### src/rtl/ds8dac_mix_sched.sv
// Sample-rate scheduler and voice mixer feeding the 8-bit delta-sigma DAC.
// Polls voices in fixed order each sample period, scales the mix and slew-limits the DAC code.
module ds8dac_mix_sched #(
    parameter int unsigned NUM_VOICES = 4,
    parameter int unsigned CLK_DIV    = 256,
    parameter int unsigned RAMP_STEP  = 8
) (
    input  logic                    clk,
    input  logic                    rst,
    input  logic [NUM_VOICES-1:0]   voice_valid,
    input  logic [8*NUM_VOICES-1:0] voice_data,
    output logic [NUM_VOICES-1:0]   voice_ready,
    input  logic [7:0]              master_vol,
    input  logic                    enable,
    input  logic                    underrun_clr,
    output logic [7:0]              dac_code,
    output logic                    sample_tick,
    output logic [NUM_VOICES-1:0]   underrun
);

    localparam int unsigned NV   = NUM_VOICES;
    localparam int unsigned LOG2 = $clog2(NUM_VOICES);
    localparam int unsigned AW   = 8 + LOG2;
    localparam int unsigned IW   = LOG2;
    localparam int unsigned DW   = $clog2(CLK_DIV);
    localparam logic signed [9:0] STEP = 10'(RAMP_STEP);

    typedef enum logic [1:0] {IDLE, COLLECT, SCALE, SLEW} state_t;

    state_t                 state, state_nxt;
    logic [DW-1:0]          div_cnt;
    logic [IW-1:0]          idx, idx_nxt;
    logic signed [AW-1:0]   acc, acc_nxt;
    logic signed [7:0]      scaled, scaled_nxt;
    logic [7:0]             dac_nxt;
    logic [NV-1:0]          ready_nxt;
    logic [NV-1:0]          set_mask;
    logic [NV-1:0]          underrun_nxt;
    logic                   tick_nxt;

    logic signed [7:0]      sample;
    logic signed [7:0]      avg;
    logic signed [16:0]     prod;
    logic [7:0]             target;
    logic signed [9:0]      diff;

    // Mix datapath: selected sample, floor average, signed x unsigned gain, slew target.
    assign sample = voice_data[{idx, 3'b000} +: 8];
    assign avg    = 8'(acc >>> LOG2);
    assign prod   = 17'(avg) * $signed(17'({1'b0, master_vol}));
    assign target = enable ? {~scaled[7], scaled[6:0]} : 8'd128;
    assign diff   = $signed({2'b00, target}) - $signed({2'b00, dac_code});

    always_comb begin
        state_nxt  = state;
        idx_nxt    = idx;
        acc_nxt    = acc;
        scaled_nxt = scaled;
        dac_nxt    = dac_code;
        ready_nxt  = '0;
        tick_nxt   = 1'b0;
        set_mask   = '0;
        case (state)
            IDLE: begin
                if (div_cnt == '0) begin
                    state_nxt = COLLECT;
                    idx_nxt   = '0;
                    acc_nxt   = '0;
                    tick_nxt  = 1'b1;
                    ready_nxt = NV'(1);
                end
            end
            COLLECT: begin
                if (voice_valid[idx]) begin
                    acc_nxt = acc + {{LOG2{sample[7]}}, sample};
                end else begin
                    set_mask[idx] = 1'b1;
                end
                if (idx == IW'(NV - 1)) begin
                    state_nxt = SCALE;
                end else begin
                    idx_nxt   = idx + IW'(1);
                    ready_nxt = NV'(1) << idx_nxt;
                end
            end
            SCALE: begin
                scaled_nxt = 8'(prod >>> 8);
                state_nxt  = SLEW;
            end
            SLEW: begin
                if (diff > STEP) begin
                    dac_nxt = dac_code + 8'(RAMP_STEP);
                end else if (diff < -STEP) begin
                    dac_nxt = dac_code - 8'(RAMP_STEP);
                end else begin
                    dac_nxt = target;
                end
                state_nxt = IDLE;
            end
            default: state_nxt = IDLE;
        endcase
        // A new underrun wins over a simultaneous clear.
        underrun_nxt = (underrun_clr ? '0 : underrun) | set_mask;
    end

    always_ff @(posedge clk) begin
        if (rst) begin
            state       <= IDLE;
            div_cnt     <= '0;
            idx         <= '0;
            acc         <= '0;
            scaled      <= '0;
            dac_code    <= 8'd128;
            voice_ready <= '0;
            sample_tick <= 1'b0;
            underrun    <= '0;
        end else begin
            state       <= state_nxt;
            div_cnt     <= (div_cnt == DW'(CLK_DIV - 1)) ? '0 : div_cnt + DW'(1);
            idx         <= idx_nxt;
            acc         <= acc_nxt;
            scaled      <= scaled_nxt;
            dac_code    <= dac_nxt;
            voice_ready <= ready_nxt;
            sample_tick <= tick_nxt;
            underrun    <= underrun_nxt;
        end
    end

endmodule

### config.mk
export PLATFORM = sky130hd
export DESIGN_NAME = ds8dac_mix_sched
export DESIGN_NICKNAME = d
export VERILOG_FILES = /design/src/rtl/ds8dac_mix_sched.sv
export SDC_FILE = /design/constraint.sdc
export NUM_CORES = 1
export LEC_CHECK = 0
export CAP_MARGIN = 20
export CORE_MARGIN = 10
export CORE_UTILIZATION = 62
export CTS_BUF_LIST = sky130_fd_sc_hd__clkbuf_4 sky130_fd_sc_hd__clkbuf_8
export DETAILED_ROUTE_END_ITERATION = 8
export GPL_TIMING_DRIVEN = 1
export PLACE_DENSITY = 0.86
export SYNTH_ARGS = -nofsm -noshare
export SYNTH_HDL_FRONTEND = slang
export SYNTH_SLANG_ARGS = --single-unit
export TNS_END_PERCENT = 1
### constraint.sdc
create_clock -name clk -period 11.4 [get_ports clk]
set_input_delay 1.71 -clock clk [delete_from_list [all_inputs] [get_ports clk]]
set_output_delay 1.71 -clock clk [all_outputs]
set_load 0.005 [all_outputs]
; ---- Word level (Yosys, flattened, before mapping)
; Index checks and enable logic that the tools add are counted.
[word_totals]
ff_bits = 47
in_bits = 48
output_inout_bits = 17
elab_cells = 66
[classes]
addsub = 6
mul = 1
magnitude_cmp = 4
eq_ne = 9
shifts = 2
n_mux = 23
bitwise = 3
reduce_logical = 9
[ops]
columns = op, n
row1 = variable part select 32 x 6 -> 8 bit, 1
row2 = 2-to-1 mux 8 bit, 3
row3 = 2-to-1 mux 10 bit, 2
row4 = one-hot mux 10 bit (2 select lines), 1
row5 = multiplier 8 x 9 -> 16 bit, 1
row6 = 2-to-1 mux 4 bit, 4
row7 = adder 10 bit, 1
row8 = greater-than comparator 9 x 5 -> 1 bit (second input constant), 1
row9 = < comparator 9 x 4 -> 1 bit (second input constant), 1
row10 = subtractor 8 x 8 -> 9 bit, 1
row11 = adder 8 x 1 -> 8 bit (second input constant), 1
row12 = adder 8 x 4 -> 8 bit (second input constant), 1
row13 = == test 8 bit (second input constant), 1
row14 = zero test 8 bit, 1
row15 = 2-to-1 mux 2 bit, 4
row16 = inequality test 2 bit (second input constant), 4
row17 = one-hot mux 2 bit (4 select lines), 1
row18 = one-hot mux 4 bit (2 select lines), 1
row19 = subtractor 8 x 4 -> 8 bit (second input constant), 1
row20 = == test 2 bit (second input constant), 3
row21 = AND reduction 3 bit, 2
row22 = 2-to-1 mux 1 bit, 4
row23 = bitwise OR 4 bit, 1
row24 = one-hot mux 2 bit (2 select lines), 1
row25 = 13 further kinds, 15

; ---- Depth between registers and ports, before layout
[logic_depth]
word_depth = 7
ltp_mapped = 17
ltp_nobuf = 17

; ---- Worst setup path before layout
; OpenSTA, ideal clock, no wires.
[synth_timing]
path_kind = input -> register
start = in master_vol[2]
end = reg scaled[7]
setup_ns = 0.086
arrival_ns = 5.444
t_required_ns = 11.314
path_slack_ns = 5.871
cell_stages = 16
n_path_buf = 0
cell_sequence = and2_1 > fa_1 > ha_1 > inv_1 > fa_1 > inv_1 > fa_1 > ha_1 > a21oi_1 > o21ai_0 > a2111oi_2 > o31ai_1 > a21o_1 > a21oi_1 > xnor2_1 > a211oi_1
[synth_between]
elab_chain_cells = 1
[synth_lines]
columns = element, line_no
row1 = from (decl), 13  ; input logic [7:0] master_vol,
row2 = multiplier 8 x 9 -> 16 bit, 50  ; assign prod = 17'(avg) * $signed(17'({1'b0, master_vol}));
row3 = to (signal assigned), 122  ; scaled <= scaled_nxt;
row4 = to (decl), 34  ; logic signed [7:0] scaled, scaled_nxt;
; No other way between the ends.
; A chain may end at the register's enable or synchronous reset.

; ---- Worst setup path in the final report
[layout_timing]
start = in master_vol[5]
end = reg scaled[7]
; Same word-level chain as after synthesis.

==> qor.yml <==
timing:
  hold_violations: 0
  fmax_mhz: 160
  worstMarginPinSlew_ns: 0.857
  rsz0062_at_grt: "no"
  finalSetupViolations: 0
  setup_tns_ns: 0
  finClkSkew_ns: 0.0153
  fin_crit_ns: 6.27
  finalCritPeriodShare_pct: 55.0
  relSlewSlack_pct: 42.8
  finalMaxSlewViolations: 0
  hold_ws_ns: 0.473
synthesis:
  ys_seq_elements: 47
  yosys_warnings: 0
  syn_nets: 723
  netlist_instances: 568
  synth_most_common_cell: "ha_1"
  syn_avg_cell_area_um2: 8.87
  netlist.area_leader.share_pct: 18.7
  synth_cell_types: 57
  synth-edff-count: 0
  synth.largest_area_cell: "dfxtp_1"
  seq_area_frac_synth_pct: 18.7
  dominantRegCellSynth: "dfxtp_1"
  netlist_area_mm2: 0.00504
  synth_area_leaders: "dfxtp_1 (19%), ha_1 (17%), fa_1 (15%)"
  synth_commonest_cells: "ha_1 (70), inv_1 (58), nor2_1 (49)"
  async_flop_share_pct: 0
clock_network:
  post_cts_buffers: 0
  cts.path.max_buffers: 2
  cts_resized: 0
  cts_sinks: 47
  cts_tree: "built"
  clkTransAtPathRegs_ns: 0.10
  cts_hold_buf: 0
  h-tree-depth: 2
  cts_root_buf: "clkbuf_8"
  cts_inserted_buffers: 5
  clk_latency_ns: 0.32
final_layout:
  num-nets-final: 784
  syn_to_final_growth_pct: 16.5
  num_antenna_cells: 0
  final_core_util_pct: 75.2
  fin_area_mm2: 0.00587
  drive_above_1_share_pct: 5.71
global_routing:
  gr-usage-all-layers_pct: 19.7
  grt_pass1_wl_um: 19600
  grt_antenna_before_repair: 0
  grt_pass1_vias: 4355
  grt_max_degree: 43
  overflow: 0
drt:
  route.detailed.drc: 0
  drt_iter0_drc: 195
  antenna_left: 0
  drt_pass1_iterations: 6
  drt_wl_total_um: 11600
  wire_per_inst_um: 15.8
  avgViaCountPerCell: 5.71
  vias: 4183
die:
  coreArea_mm2: 0.00781
  dieWidth_um: 110
  initial_utilization_pct: 64.6
  pin_count: 65
  dieArea_mm2: 0.0121
  die_h_um: 110
  rows: 32
worst_hold_path:
  hold_class: "reg2reg"
critical_path:
  critical_path_class: "in2reg"
  crit_fanout: 8
  critPathCaptureType: "flip-flop"
  cp-start-kind: "input port"
  critPathArrivalTime_ns: 6.50
  critPathRequiredTime_ns: 11.63
placed_design:
  hpwl_um: 9450
  place_congestion: 0.918
  placed_area_mm2: 0.00577
  place.port_buffers: 64
pwr:
  cellPowerDensity_mw_per_mm2: 155
  leakagePower_uw: 0.00269
  peakVddDrop_mv: 0.0843
run:
  max_cap_violations: 0
outcome:
  status: "complete, no violations"
placed cells by master, fill, tap and decap left out, types with 3 or more instances in the layout:
cell type        netlist  routed
ha_1                  70      70
clkdlybuf4s50_1        0      64
inv_1                 58      58
nor2_1                49      49
dfxtp_1               47      47
and2_1                46      46
nand2_1               44      44
fa_1                  37      37
a21oi_1               34      34
xnor2_1               20      20
nand3_1               19      19
nand2b_1              12      12
o21ai_0               12      12
nor3_1                10      10
nor2b_1               10      10
mux4_2                 9       9
mux2i_1                9       9
xor2_1                 9       9
a21o_1                 6       6
clkbuf_8               0       5
a31oi_1                4       4
a211oi_1               4       4
nand4b_1               3       3
nor2_2                 3       3
a311oi_1               3       3
final cells by class:
cell class	count	area, um^2
inverters	58	218
flip-flops and latches	47	941
multi-input cells	452	3840
fillers	584	1940
clock buffers	5	68.8
well taps	102	128
clock inverters	3	28.8
repair buffers	65	648
final timing paths:
| path | startpoint | end | slack, ns | cells past startpoint |
|---|---|---|---|---|
| max | master_vol[5] | scaled[7] | 5.13 | 17 |
| min | acc[0] | acc[0] | 0.47 | 2 |
| max reg2reg | acc[3] | scaled[7] | 6.64 | 16 |
| min reg2reg | acc[0] | acc[0] | 0.47 | 2 |
routing by layer:
| metal | GRT usage [%] | part of all wire, % | up-vias |
|---|---|---|---|
| met3 | 4.41 | 6.2 | 19 |
| met1 | 23.9 | 42 | 2001 |
| met5 | 0 | 0 | - |
| met4 | 4.68 | 1.4 | 0 |
| li1 | - | - | 2048 |
| met2 | 34.7 | 50 | 115 |
critical path: stages:
cell             delay [ns]
clkdlybuf4s50_1        0.57
and2_1                 0.25
ha_1                   0.31
fa_1                   0.51
inv_1                  0.06
fa_1                   0.47
inv_1                  0.06
fa_1                   0.47
ha_1                   0.32
a21oi_1                0.16
o21ai_0                0.15
a2111oi_2              0.50
o31ai_1                0.20
a21o_1                 0.24
a21oi_1                0.22
xnor2_1                0.09
a211oi_1               0.21
where the power goes:
part / switching (uW) / internal, uW / leakage [uW]
Combinational: 319 / 256 / 0.00225
Sequential: 36.7 / 186 / 0.000381
Clock: 67.1 / 46.4 / 0.0000511
registers in the layout, indices dropped and copies added (netlist names):
name,flops
underrun,4
div_cnt,8
state,2
scaled,8
sample_tick,1
voice_ready,4
acc,10
idx,2
dac_code,8
metrics by stage:
stage                     setup WS [ns]  total power [uW]  std cells
after global placement             5.09               771        724
final                              5.13               912        732
after global routing               4.90               997        732
after detailed placement           4.86               797        724
after floorplan                    5.87               659        568
after CTS                          5.19               914        732
cell families after synthesis:
group	after synthesis	synth area share, %
compound gates	87	11.4
xor+xnor	29	5.04
fa+ha+maj	107	32.1
buf+inv	69	5.16
flops	47	18.7
mux	20	6.33
simple gates	209	21.3
Note: power is estimated with default switching activity, not from simulation.
